File: src/rtl/bm_norm_pkg.sv
// Shared bias helpers, default lane widths and lane types for the block-minifloat normaliser.
package bm_norm_pkg;

  localparam int unsigned DefBmExpW  = 4;
  localparam int unsigned DefBmManW  = 10;
  localparam int unsigned DefFpExpW  = 8;
  localparam int unsigned DefFpManW  = 23;
  localparam int unsigned DefBmLaneW = 1 + DefBmExpW + DefBmManW;
  localparam int unsigned DefFpLaneW = 1 + DefFpExpW + DefFpManW;

  function automatic int bm_bias(input int unsigned exp_w);
    return (1 << (exp_w - 1)) - 1;
  endfunction

  function automatic int fp_bias(input int unsigned exp_w);
    return (1 << (exp_w - 1)) - 1;
  endfunction

  typedef struct packed {
    logic                 sign;
    logic [DefBmExpW-1:0] exp;
    logic [DefBmManW-1:0] mant;
  } bm_lane_t;

  typedef struct packed {
    logic ovf;
    logic unf;
  } lane_flags_t;

endpackage

File: src/rtl/bm_lane_convert.sv
// One lane of the (e,m)+shared-bias to (E,M) conversion, two register stages.
// Define BM_NORM_RNE_EN for round-to-nearest-even when M < m; otherwise truncate.
module bm_lane_convert
  import bm_norm_pkg::*;
#(
  parameter int unsigned e = 4,
  parameter int unsigned m = 10,
  parameter int unsigned E = 8,
  parameter int unsigned M = 23
) (
  input  logic         clk,
  input  logic         rst,
  input  logic         s1_en,
  input  logic         s2_en,
  input  logic [e+m:0] lane_in,
  input  logic [e-1:0] shared_bias,
  output logic [E+M:0] lane_out,
  output logic         ovf,
  output logic         unf
);

  localparam int unsigned W = ((e > E) ? e : E) + 3;
  localparam logic signed [W-1:0] BiasDelta    = W'(fp_bias(E) - bm_bias(e));
  localparam logic signed [W-1:0] XMax         = W'((1 << E) - 1);
  localparam logic [E-1:0]        ExpMaxFinite = E'((1 << E) - 2);

  logic         in_sign;
  logic [e-1:0] in_exp;
  logic [m-1:0] in_mant;
  assign {in_sign, in_exp, in_mant} = lane_in;

  logic signed [W-1:0] sb_ext;
  assign sb_ext = {{(W - e){shared_bias[e-1]}}, shared_bias};

  // Stage 1: decode, leading-one detect, biased output exponent.
  logic signed [W-1:0] x_d, x_q;
  logic [m-1:0]        frac_d, frac_q;
  logic                zero_d, zero_q, sign_q;
  int                  lz;

  always_comb begin
    lz = m;
    for (int i = 0; i < m; i++) begin
      if (in_mant[i]) lz = m - 1 - i;
    end
    zero_d = (in_exp == '0) && (in_mant == '0);
    if (in_exp != '0) begin
      x_d    = W'(in_exp) + sb_ext + BiasDelta;
      frac_d = in_mant;
    end else begin
      // Subnormal: shift the leading one out into the hidden-bit position.
      x_d    = W'(1) + sb_ext + BiasDelta - W'(lz + 1);
      frac_d = in_mant << (lz + 1);
    end
  end

  always_ff @(posedge clk) begin
    if (rst) begin
      sign_q <= 1'b0;
      zero_q <= 1'b0;
      x_q    <= '0;
      frac_q <= '0;
    end else if (s1_en) begin
      sign_q <= in_sign;
      zero_q <= zero_d;
      x_q    <= x_d;
      frac_q <= frac_d;
    end
  end

  // Stage 2: align/round the mantissa, range-check, pack.
  logic [M-1:0] mant_t;
  logic         round_up;

  if (M >= m) begin : g_pad
    assign mant_t   = M'(frac_q) << (M - m);
    assign round_up = 1'b0;
  end else begin : g_cut
    assign mant_t = frac_q[m-1 -: M];
`ifdef BM_NORM_RNE_EN
    logic guard, sticky;
    assign guard = frac_q[m-M-1];
    if (m - M >= 2) begin : g_sticky
      assign sticky = |frac_q[m-M-2:0];
    end else begin : g_no_sticky
      assign sticky = 1'b0;
    end
    assign round_up = guard & (sticky | mant_t[0]);
`else
    assign round_up = 1'b0;
`endif
  end

  logic [M:0]          mant_sum;
  logic signed [W-1:0] x_r;
  logic [E+M:0]        out_d, out_q;
  lane_flags_t         flags_d, flags_q;

  always_comb begin
    mant_sum    = {1'b0, mant_t} + (M + 1)'(round_up);
    // A carry out of the mantissa leaves it zero and bumps the exponent.
    x_r         = x_q + W'(mant_sum[M]);
    out_d       = '0;
    out_d[E+M]  = sign_q;
    flags_d     = '0;
    if (zero_q) begin
      flags_d = '0;
    end else if (x_r >= XMax) begin
      out_d       = {sign_q, ExpMaxFinite, {M{1'b1}}};
      flags_d.ovf = 1'b1;
    end else if (x_r[W-1] || (x_r == '0)) begin
      flags_d.unf = 1'b1;
    end else begin
      out_d = {sign_q, x_r[E-1:0], mant_sum[M-1:0]};
    end
  end

  always_ff @(posedge clk) begin
    if (rst) begin
      out_q   <= '0;
      flags_q <= '0;
    end else if (s2_en) begin
      out_q   <= out_d;
      flags_q <= flags_d;
    end
  end

  assign lane_out = out_q;
  assign ovf      = flags_q.ovf;
  assign unf      = flags_q.unf;

endmodule

File: src/rtl/bm_block_normalizer.sv
// Multi-lane block-minifloat to IEEE-style normaliser: 2-stage valid/ready pipeline.
// Rounding mode of the lanes is selected by BM_NORM_RNE_EN (see bm_lane_convert).
module bm_block_normalizer
  import bm_norm_pkg::*;
#(
  parameter int unsigned e     = 4,
  parameter int unsigned m     = 10,
  parameter int unsigned E     = 8,
  parameter int unsigned M     = 23,
  parameter int unsigned LANES = 4
) (
  input  logic                         clk,
  input  logic                         rst,
  input  logic                         in_valid,
  output logic                         in_ready,
  input  logic [LANES*(1+e+m)-1:0]     in_data,
  input  logic [e-1:0]                 in_shared_bias,
  input  logic                         in_last,
  output logic                         out_valid,
  input  logic                         out_ready,
  output logic [LANES*(1+E+M)-1:0]     out_data,
  output logic                         out_last,
  output logic [LANES-1:0]             out_ovf,
  output logic [LANES-1:0]             out_unf,
  input  logic                         clear_sticky,
  output logic                         ovf_sticky,
  output logic                         unf_sticky
);

  localparam int unsigned InW  = 1 + e + m;
  localparam int unsigned OutW = 1 + E + M;

  logic s1_valid_q, s2_valid_q, s1_last_q, out_last_q;
  logic s1_ready, s2_ready, s1_en, s2_en;
  logic ovf_sticky_q, unf_sticky_q;

  assign s2_ready = !s2_valid_q || out_ready;
  assign s1_ready = !s1_valid_q || s2_ready;
  assign s1_en    = in_valid && s1_ready;
  assign s2_en    = s1_valid_q && s2_ready;

  always_ff @(posedge clk) begin
    if (rst) begin
      s1_valid_q <= 1'b0;
      s2_valid_q <= 1'b0;
      s1_last_q  <= 1'b0;
      out_last_q <= 1'b0;
    end else begin
      if (s1_ready) s1_valid_q <= in_valid;
      if (s2_ready) s2_valid_q <= s1_valid_q;
      if (s1_en)    s1_last_q  <= in_last;
      if (s2_en)    out_last_q <= s1_last_q;
    end
  end

  // Clear wins over a set landing in the same cycle.
  always_ff @(posedge clk) begin
    if (rst || clear_sticky) begin
      ovf_sticky_q <= 1'b0;
      unf_sticky_q <= 1'b0;
    end else if (s2_valid_q && out_ready) begin
      ovf_sticky_q <= ovf_sticky_q | (|out_ovf);
      unf_sticky_q <= unf_sticky_q | (|out_unf);
    end
  end

  for (genvar i = 0; i < LANES; i++) begin : g_lane
    bm_lane_convert #(
      .e(e),
      .m(m),
      .E(E),
      .M(M)
    ) u_lane (
      .clk        (clk),
      .rst        (rst),
      .s1_en      (s1_en),
      .s2_en      (s2_en),
      .lane_in    (in_data[i*InW +: InW]),
      .shared_bias(in_shared_bias),
      .lane_out   (out_data[i*OutW +: OutW]),
      .ovf        (out_ovf[i]),
      .unf        (out_unf[i])
    );
  end

  assign in_ready   = s1_ready;
  assign out_valid  = s2_valid_q;
  assign out_last   = out_last_q;
  assign ovf_sticky = ovf_sticky_q;
  assign unf_sticky = unf_sticky_q;

endmodule
File: config.mk
export PLATFORM = sky130hd
export DESIGN_NAME = bm_block_normalizer
export DESIGN_NICKNAME = d
export VERILOG_FILES = /design/src/rtl/bm_norm_pkg.sv /design/src/rtl/bm_lane_convert.sv /design/src/rtl/bm_block_normalizer.sv
export SDC_FILE = /design/constraint.sdc
export NUM_CORES = 1
export LEC_CHECK = 0
export ABC_AREA = 1
export BUFFER_PORTS_ARGS = -buffer_cell sky130_fd_sc_hd__clkbuf_2
export CAP_MARGIN = 40
export CORE_UTILIZATION = 40
export CTS_BUF_LIST = sky130_fd_sc_hd__clkbuf_16
export DETAILED_ROUTE_END_ITERATION = 12
export GPL_TIMING_DRIVEN = 0
export MAX_ROUTING_LAYER = met4
export PLACE_DENSITY_LB_ADDON = 0.3
export RECOVER_POWER = 25
export SLEW_MARGIN = 0
export SYNTH_ARGS = -nofsm -noshare
export SYNTH_HDL_FRONTEND = slang
export SYNTH_HIERARCHICAL = 1
export SYNTH_SLANG_ARGS = --single-unit
File: constraint.sdc
create_clock -name clk -period 4.1 [get_ports clk]
set_input_delay 0.41 -clock clk [delete_from_list [all_inputs] [get_ports clk]]
set_output_delay 0.41 -clock clk [all_outputs]
set_load 0.05 [all_outputs]
# Yosys cells after proc, flatten, opt, wreduce, memory -nomap -nowiden
# Index checks and enable logic that the tools add are counted.
[totals]
regBits = 234
latch_bits = 0
ramBits = 0
rom_bits = 0
in_bits = 70
out_inout_bits = 141
wordCells = 172
mem_count = 0
[classes]
n_addsub = 18
n_mul = 0
div_mod_pow = 0
order_cmp = 4
n_eq_ne = 0
shift = 4
n_mux = 76
bitwise = 2
n_reduce_logical = 34
[ops]
columns = ["operator", "n"]
rows = [
  ["$mux W32", 36],
  ["$mux W31", 12],
  ["$add A32 B2 Y32 const B", 4],
  ["$shl A10 B32 Y10", 4],
  ["$add A11 B7 Y11 const B", 4],
  ["$ge A11 B9 Y1 const B", 4],
  ["$logic_not A11 Y1", 4],
  ["$mux W11", 4],
  ["$sub A11 B11 Y11", 4],
  ["$logic_not A10 Y1", 4],
  ["$mux W10", 4],
  ["$add A5 B4 Y6", 4],
  ["$logic_not A4 Y1", 4],
  ["$mux W2", 8],
  ["$reduce_bool A4 Y1", 4],
  ["$mux W1", 12],
  ["$add A11 B8 Y11 const B", 1],
  ["$reduce_or A4 Y1", 2],
  ["$logic_and A1 B1 Y1", 7],
  ["$logic_or A1 B1 Y1", 7],
  ["$add A2 B4 Y5 const A", 1],
  ["$logic_not A1 Y1", 2],
  ["$or A1 B1 Y1", 2],
]

# Depth between registers and ports, before layout
# Gate-level depths: netlist of the first run.
[depth]
ltp_word = 13
mapped_depth = 23
ltp_nobuf = 23

# Cells and area by module
# The synthesis of the first run kept the hierarchy.
[modules_own_cells]
columns = ["mod", "instances", "cells_each", "area_per_inst_um2", "seq_area_each_um2"]
rows = [
  ["bm_lane_convert", 4, 410, 2897.8, 840.8],
  ["bm_block_normalizer", 1, 40, 285.3, 120.1],
]

# Worst setup path after synthesis of the first run
# No wires, ideal clock.
[synth_path]
kind = "input port to flip-flop"
from = "in in_data[1]"
to = "reg g_lane[0].u_lane.x_q[6]"
setup_time_ns = 0.056
arrival_time_ns = 3.015
required_ns = 4.044
slack_ns = 1.030
path_stages = 22
path_buffers = 0
path_cell_list = "inv_2 > nand2_1 > nand2_1 > nand2_1 > nand2_1 > nand2_1 > nand2_1 > nand2_2 > nand2_4 > ha_1 > xnor2_4 > inv_4 > ha_1 > ha_1 > nand2_1 > nor2_1 > a211oi_1 > nor2_1 > o21ai_0 > o211ai_1 > a21o_1 > inv_1"
[synth_between]
elab_chain_cells = 12
[synth_rtl]
columns = ["item", "line_no", "source"]
rows = [
  ["start, declared", "bm_block_normalizer.sv:16", "input logic [LANES*(1+e+m)-1:0] in_data,"],
  ["$mux W32 (9 in a row)", "bm_lane_convert.sv:44", "if (in_mant[i]) lz = m - 1 - i;"],
  ["$add A32 B2 Y32", "bm_lane_convert.sv:52", "x_d = W'(1) + sb_ext + BiasDelta - W'(lz + 1);"],
  ["$sub A11 B11 Y11", "bm_lane_convert.sv:52", ""],
  ["$mux W11", "bm_lane_convert.sv:47", "if (in_exp != '0) begin"],
  ["end signal, assigned", "bm_lane_convert.sv:61", "x_q <= '0;"],
  ["end signal, assigned", "bm_lane_convert.sv:66", "x_q <= x_d;"],
  ["end, declared", "bm_lane_convert.sv:36", "logic signed [W-1:0] x_d, x_q;"],
]
# Every way passes these cells.
# A chain may end at the register's enable or synchronous reset.

# Final worst setup path of the first run
[layout_path]
from = "in in_data[15]"
to = "reg g_lane[1].u_lane.x_q[5]"
[layout_between]
elab_chain_cells = 13
[layout_rtl]
columns = ["item", "line_no"]
rows = [
  ["$mux W2", "bm_lane_convert.sv:44"],
  ["$mux W32 (9 in a row)", "bm_lane_convert.sv:44"],
  ["$add A32 B2 Y32", "bm_lane_convert.sv:52"],
  ["$sub A11 B11 Y11", "bm_lane_convert.sv:52"],
  ["$mux W11", "bm_lane_convert.sv:47"],
  ["end signal, assigned", "bm_lane_convert.sv:61"],
  ["end signal, assigned", "bm_lane_convert.sv:66"],
  ["end, declared", "bm_lane_convert.sv:36"],
]
# Every way passes these cells.

==> results.py, run 1 <==
metrics = {
    "synthesis": {
        "async_flop_share_pct": 0,
        "netlist_instances": 1680,
        "synth_area_sq_um": 11900,
        "number_of_synthesized_flops_with_an_enable_pin": 0,
        "synth_ff_type": "dfxtp_1",
        "syn-mean-instance-area_sq_um": 7.07,
        "synth_fp_nets": 1830,
        "post_synth_num_cell_types": 45,
        "synth.ff_latch_count": 174,
        "yosysWarnings": 6,
        "seq_area_frac_synth_pct": 29.3,
    },
    "place": {
        "place_area_sq_um": 13400,
        "post-dp-hpwl_mm": 25.4,
        "number_of_placed_instances_taps_included": 2275,
        "globalplace.congestion": 0.908,
        "io_buffers": 210,
    },
    "detailed_routing": {
        "detail-route-antenna-nets": 0,
        "met3RoutedLength_mm": 1.78,
        "wirelength_met1_mm": 15.6,
        "drc": 0,
        "via_count": 11800,
        "totalWireLength_mm": 33.3,
        "post_drt_wl_per_cell_um": 14.5,
        "vias_per_cell": 5.12,
        "detailedRoute.firstPassIterationCount": 5,
        "initialDrtViolationCount": 721,
        "wl_met2_mm": 15.7,
        "topRoutingLayerUsed": "met4",
    },
    "critical_path": {
        "critPathArrivalTime_ns": 3.50,
        "crit-reg2reg-launch": "out_valid$_SDFFE_PP0P_",
        "crit_path_end_kind": "register",
        "rr_worst_depth": 7,
        "cp.required_ns": 4.33,
        "r2r_end": "g_lane[1].u_lane/frac_q[6]$_SDFFE_PP0P_",
        "worst-r2r-setup-slack_ns": 1.52,
        "critPathMaxFanout": 10,
        "worst_setup_path_start_kind": "input port",
        "worstSetupPathType": "input port to register",
    },
    "pwr": {
        "power_switching_mw": 1.57,
        "static-leakage-power_nw": 6.56,
        "internal_power_mw": 3.07,
        "totalPowerFinal_mw": 4.64,
        "combPwrFrac_pct": 24.5,
        "power.density_cell_area_nw_per_um2": 334,
        "sequential_fraction_of_design_power_pct": 40.2,
        "vdd_drop_max_uv": 217,
        "swShare_pct": 33.8,
        "clockPowerShare_pct": 35.3,
    },
    "timing": {
        "timing.final.crit_period_ns": 3.26,
        "max_slew.worst_pin.slew_ns": 1.62,
        "setup-violations-final": 0,
        "maximum_operating_frequency_mhz": 306,
        "final.setup.tns_ns": 0,
        "slew_headroom_pct": -8.05,
        "final_hold_viol_count": 0,
        "slew_violations": 25,
        "period_share_pct": 79.6,
        "timing.clock.skew_ns": 0.0152,
        "rsz_0062_raised_after_global_routing": "no",
    },
    "cts": {
        "clock_tree_root_driver_cell": "clkbuf_16",
        "cts_resized": 0,
        "cts_max_path_buffers": 2,
        "cts_sinks": 174,
        "cts.htree.levels": 4,
        "worstSkewPairLatency_ns": 0.44,
        "cts.hold.buffers_added": 0,
        "postCtsSetupRepairBufs": 0,
        "path_clk_slew_ns": 0.07,
        "cts_tree": "done",
        "cts_buffers": 17,
    },
    "layout": {
        "fin_area_sq_um": 13900,
        "final_nets": 2060,
        "insertedDiodeCount": 0,
        "final_layout_size_suffix_gt1_share_pct": 17.7,
        "finalNonFillerCells": 2307,
        "multi_input_comb_area_sq_um": 6830,
        "n_fill_cell": 3060,
        "storage_element_area_sq_um": 3480,
        "post-route-util_pct": 48.0,
        "syn_to_final_growth_pct": 17.0,
    },
    "floorplan": {
        "dieArea_sq_um": 30400,
        "initial_cell_density_of_the_core_pct": 41.0,
        "design.portCount": 211,
        "rows": 62,
        "die_width_um": 174,
        "core_region_area_sq_um": 28900,
        "die_height_um": 174,
    },
    "grt": {
        "grt_start_max_net_pins": 25,
        "grt_pass1_wl_mm": 55.0,
        "global_route.overflow_total": 0,
        "grt_pass1_vias": 11100,
        "grtUsageTotal_pct": 22.8,
        "initial_antenna_violation_count": 0,
    },
    "worst_hold_path": {
        "hold_path_startpoint": "in_data[14]",
        "hold-path-endpoint": "g_lane[0].u_lane/sign_q$_SDFFE_PP0P_",
        "whs_path_depth": 3,
        "hold_path.class": "input port to register",
    },
    "outcome": {
        "status": "finished with violations",
        "failed_checks": "capacitance limit, slew limit",
    },
    "run": {
        "max-cap-violations": 1,
    },
}
==> worst max-delay path by stage <==
| stage | from | to | slack [ns] | cells past startpoint |
|---|---|---|---|---|
| 5_1_grt | in_data[30] | g_lane[2].u_lane/x_q[6]$_SDFFE_PP0P_ | 0.54 | 22 |
| 3_3_place_gp | in_data[15] | g_lane[1].u_lane/x_q[6]$_SDFFE_PP0P_ | 0.49 | 22 |
| 2_1_floorplan | in_data[1] | g_lane[0].u_lane/x_q[6]$_SDFFE_PP0P_ | 1.03 | 22 |
| 4_1_cts | in_data[15] | g_lane[1].u_lane/x_q[5]$_SDFFE_PP0P_ | 0.93 | 20 |
| 3_5_place_dp | in_data[15] | g_lane[1].u_lane/x_q[5]$_SDFFE_PP0P_ | 0.46 | 20 |
| 6_report | in_data[15] | g_lane[1].u_lane/x_q[5]$_SDFFE_PP0P_ | 0.84 | 20 |
==> power by group through the flow <==
stage,combinational (mW),clock [mW],sequential [mW]
2_1_floorplan,0.721,0,1.99
3_3_place_gp,1.12,0,1.90
3_5_place_dp,1.13,0,1.90
4_1_cts,1.14,1.68,1.86
5_1_grt,1.28,1.75,1.88
6_report,1.13,1.64,1.87
==> cell type report <==
| cell class | instances | area share [%] |
|---|---|---|
| flip-flops and latches | 174 | 25.1 |
| well taps | 384 | 3.46 |
| inverters | 224 | 6.12 |
| clock buffers | 17 | 3.06 |
| repair buffers | 211 | 6.98 |
| multi-input cells | 1166 | 49.1 |
| plain buffers | 116 | 5.04 |
| clock inverters | 15 | 1.15 |
==> layout by cell type, fill, tap and decap left out, drive strengths merged <==
cell type and n:
inv 226, and2 8, nand2 361, xnor2 12
nor3 20, nand3b 1, or2 1, a31oi 20
nand4 16, a211oi 4, conb 8, bufinv 2
buf 73, o21ai 136, xor2 12, a221oi 4
ha 72, nor2 87, nor3b 4, o211ai 28
a21o 4, o2bb2ai 40, a21oi 194, dfxtp 174
o21bai 4, nor4 4, fa 8, clkbuf 271
o221a 4, nand3 114, clkinv 11
==> cells in the mapped netlist (5+ instances only) <==
master | count | share of area (%)
o2bb2ai_1 | 40 | 2.9
conb_1 | 8 | 0.25
fa_1 | 8 | 1.3
xnor2_1 | 8 | 0.59
nor2_1 | 75 | 2.4
xor2_1 | 12 | 0.88
dfxtp_1 | 174 | 29
nand2_1 | 333 | 11
buf_4 | 52 | 3.3
inv_1 | 187 | 5.9
inv_2 | 29 | 0.92
buf_2 | 8 | 0.34
clkbuf_1 | 44 | 1.4
nand3_1 | 108 | 4.6
ha_1 | 72 | 7.6
nor2_2 | 8 | 0.42
nand4_1 | 16 | 0.84
buf_6 | 8 | 0.76
a31oi_1 | 20 | 1.1
o211ai_1 | 28 | 1.8
o21ai_0 | 120 | 5.1
a21oi_2 | 5 | 0.37
nand2_4 | 12 | 1.1
nor3_1 | 20 | 0.84
and2_1 | 8 | 0.42
o21ai_1 | 12 | 0.51
a21oi_1 | 189 | 8.0
nand2_2 | 16 | 0.84
nand3_4 | 5 | 0.74
==> critical path, stage by stage <==
cell	delay, ns
clkbuf_2	0.13
nand2_1	0.08
nand2_1	0.05
nand2_1	0.05
nand2_1	0.04
nand2_1	0.07
nand2_1	0.06
nand2_2	0.15
nand2_4	0.13
ha_1	0.27
xnor2_4	0.38
inv_4	0.10
ha_1	0.31
inv_1	0.07
fa_1	0.46
o21ai_0	0.30
and2_1	0.21
nor2_2	0.05
o21ai_1	0.09
a221oi_2	0.08
==> through the flow <==
stage / hold WS, ns / setup slack, ns
5_1_grt: 0.228 / 0.544
4_1_cts: 0.202 / 0.928
2_1_floorplan: 0.430 / 1.03
6_report: 0.222 / 0.836
3_3_place_gp: 0.434 / 0.487
3_5_place_dp: 0.439 / 0.460
==> flip-flops by register name (all words and copies together), names as in the netlist, 4 cells and up <==
signal and flops:
g_lane.u_lane/frac_q 40, g_lane.u_lane/lane_out 80, g_lane.u_lane/sign_q 4, g_lane.u_lane/unf 4, g_lane.u_lane/x_q 36, g_lane.u_lane/zero_q 4
==> layer usage <==
metal,GRT usage [%],up-vias
met5,-,-
met4,5.37,0
met3,3.89,27
met2,37.0,333
met1,29.4,5428
li1,-,6028
==> cells by family (layout without fill, tap and decap cells) <==
family / count (synthesis) / in the layout / share of synthesized area, %
DFF: 174 / 174 / 29.3
and+or+nand+nor: 616 / 616 / 24.4
other: 8 / 8 / 0.253
AOI/OAI and AO/OA: 438 / 438 / 21.6
xor gates and xnor gates: 24 / 24 / 2.40
buffers and inverters: 340 / 583 / 13.1
adders and majority gates: 80 / 80 / 8.93
Power figures use the tool's default switching activity.
==> run 2: changes to the inputs <==
clock period = 3.2 ns   (was 4.1 ns; I/O delays follow)
==> run 2 against run 1 <==
Effect of this change:
- the run now ends clean
- setup slack worse by 0.52 ns
- die area stayed put
- final cell count is 0.17% higher
- first-iteration DRC count is 9.0% lower
- sequential power is 28% higher
- critical path depth is 2 higher
- sequential share of layout area is 0.056 points lower
- largest power group unchanged
- highest routed layer unchanged
==> results.py, run 2 (synthesis gave the netlist of run 1 again) <==
metrics = {
    "outcome": {
        "status": "completed",
    },
    "timing": {
        "timing.clock.skew_ns": 0.0182,
        "slew_violations": 0,
        "maximum_operating_frequency_mhz": 347,
        "rsz_0062_raised_after_global_routing": "no",
        "slew_headroom_pct": 45.3,
        "timing.final.crit_period_ns": 2.89,
        "period_share_pct": 90.2,
        "timing.hold.ws_ns": 0.129,
        "final_hold_viol_count": 0,
        "setup-violations-final": 0,
        "max_slew.worst_pin.slew_ns": 0.820,
    },
    "grt": {
        "global_route.overflow_total": 0,
        "grt_start_max_net_pins": 25,
        "grt_pass1_wl_mm": 55.0,
        "grt_pass1_vias": 11100,
        "grtUsageTotal_pct": 22.8,
        "initial_antenna_violation_count": 0,
    },
    "worst_hold_path": {
        "hold_path.class": "input port to register",
    },
    "floorplan": {
        "design.portCount": 211,
        "initial_cell_density_of_the_core_pct": 41.0,
        "rows": 62,
        "die_width_um": 174,
        "dieArea_sq_um": 30400,
        "die_height_um": 174,
        "core_region_area_sq_um": 28900,
    },
    "detailed_routing": {
        "vias_per_cell": 5.09,
        "detailedRoute.firstPassIterationCount": 5,
        "totalWireLength_mm": 33.4,
        "initialDrtViolationCount": 656,
        "detail-route-antenna-nets": 0,
        "post_drt_wl_per_cell_um": 14.4,
        "drc": 0,
        "via_count": 11800,
    },
    "layout": {
        "insertedDiodeCount": 0,
        "finalNonFillerCells": 2311,
        "syn_to_final_growth_pct": 17.3,
        "largest_register_ff_count": 80,
        "post-route-util_pct": 48.1,
        "final_common_cell": "nand2_1",
        "final_layout_size_suffix_gt1_share_pct": 17.9,
        "most_frequent_cells_in_the_layout": "nand2_1 (333), a21oi_1 (190), inv_1 (188)",
        "final_nets": 2064,
    },
    "cts": {
        "worstSkewPairLatency_ns": 0.45,
        "cts.htree.levels": 4,
        "cts_buffers": 17,
        "cts_tree": "done",
        "cts_max_path_buffers": 2,
        "cts_sinks": 174,
        "cts.hold.buffers_added": 0,
        "clock_tree_root_driver_cell": "clkbuf_16",
        "path_clk_slew_ns": 0.07,
    },
    "critical_path": {
        "critPathMaxFanout": 10,
        "crit_path_end_kind": "register",
        "critPathArrivalTime_ns": 3.27,
        "worstSetupPathType": "input port to register",
        "worst_setup_path_start_kind": "input port",
        "cp.required_ns": 3.58,
    },
    "place": {
        "globalplace.congestion": 0.908,
        "number_of_placed_instances_taps_included": 2275,
        "io_buffers": 210,
        "post-dp-hpwl_mm": 25.4,
    },
    "run": {
        "max-cap-violations": 0,
    },
    "pwr": {
        "power.density_cell_area_nw_per_um2": 427,
        "static-leakage-power_nw": 6.58,
        "vdd_drop_max_uv": 278,
    },
}
## run 2: cell count changes in the layout (fill, tap and decap cells not counted)
cell and delta:
o21ai_1 +1, a21oi_2 -1, o21ai_0 -1, a21oi_1 +1, a211oi_2 +1, a211oi_1 -1, buf_4 +4
## run 2: routing by layer
| layer | up-vias | share of wire (%) | GRT usage, % |
|---|---|---|---|
| li1 | 6033 | - | - |
| met3 | 23 | 5.0 | 3.89 |
| met1 | 5419 | 47 | 29.4 |
| met4 | 0 | 0.87 | 5.37 |
| met2 | 292 | 47 | 37.0 |
| met5 | - | 0 | - |
## run 2: final cells by class
class | instances | area, sq um
buffer | 116 | 701
sequential | 174 | 3480
multi-input combinational | 1166 | 6830
clock inverter | 15 | 160
fill | 3057 | 15000
timing repair buffer | 215 | 1000
inverter | 224 | 851
clock buffer | 17 | 425
tap | 384 | 480
## run 2: critical path, stage by stage
cell	delay, ns
clkbuf_2	0.13
nand2_1	0.08
nand2_1	0.05
nand2_1	0.05
nand2_1	0.04
nand2_1	0.07
nand2_1	0.06
nand2_2	0.15
nand2_4	0.14
ha_1	0.27
xnor2_4	0.21
inv_4	0.08
ha_1	0.30
ha_1	0.29
nand2_1	0.06
nor2_1	0.04
a211oi_1	0.23
nor2_1	0.10
o21ai_0	0.23
o211ai_1	0.13
a21o_1	0.19
inv_1	0.04
## run 2: path summary, 6_finish.rpt
path	start	end	slack (ns)	cells after the start
min	in_data[14]	g_lane[0].u_lane/sign_q$_SDFFE_PP0P_	0.13	3
max	in_data[15]	g_lane[1].u_lane/x_q[6]$_SDFFE_PP0P_	0.31	22
min reg2reg	ovf_sticky$_SDFFE_PP0P_	ovf_sticky$_SDFFE_PP0P_	0.45	2
max reg2reg	out_valid$_SDFFE_PP0P_	g_lane[1].u_lane/frac_q[6]$_SDFFE_PP0P_	0.63	7
## run 2: through the flow
step | instance area [sq um] | TNS (ns) | setup WS (ns) | power [mW]
2_1_floorplan | 11900 | 0 | 0.220 | 3.47
6_report | 13900 | 0 | 0.315 | 5.95
3_3_place_gp | 13400 | -3.29 | -0.323 | 3.87
5_1_grt | 13900 | 0 | 0.0192 | 6.29
4_1_cts | 14000 | 0 | 0.118 | 6.00
3_5_place_dp | 13400 | -3.67 | -0.350 | 3.88
## run 2: timing repair
action / CTS / global route
setup buffers: 0 / 4
resized for setup: 0 / 2
setup endpoints to repair: 0 / 10
## run 2: report_power, final
| part | leakage, nW | switching (mW) | internal [mW] |
|---|---|---|---|
| clock | 0.292 | 0.939 | 1.16 |
| sequential | 1.43 | 0.0964 | 2.29 |
| combinational | 4.86 | 0.973 | 0.486 |
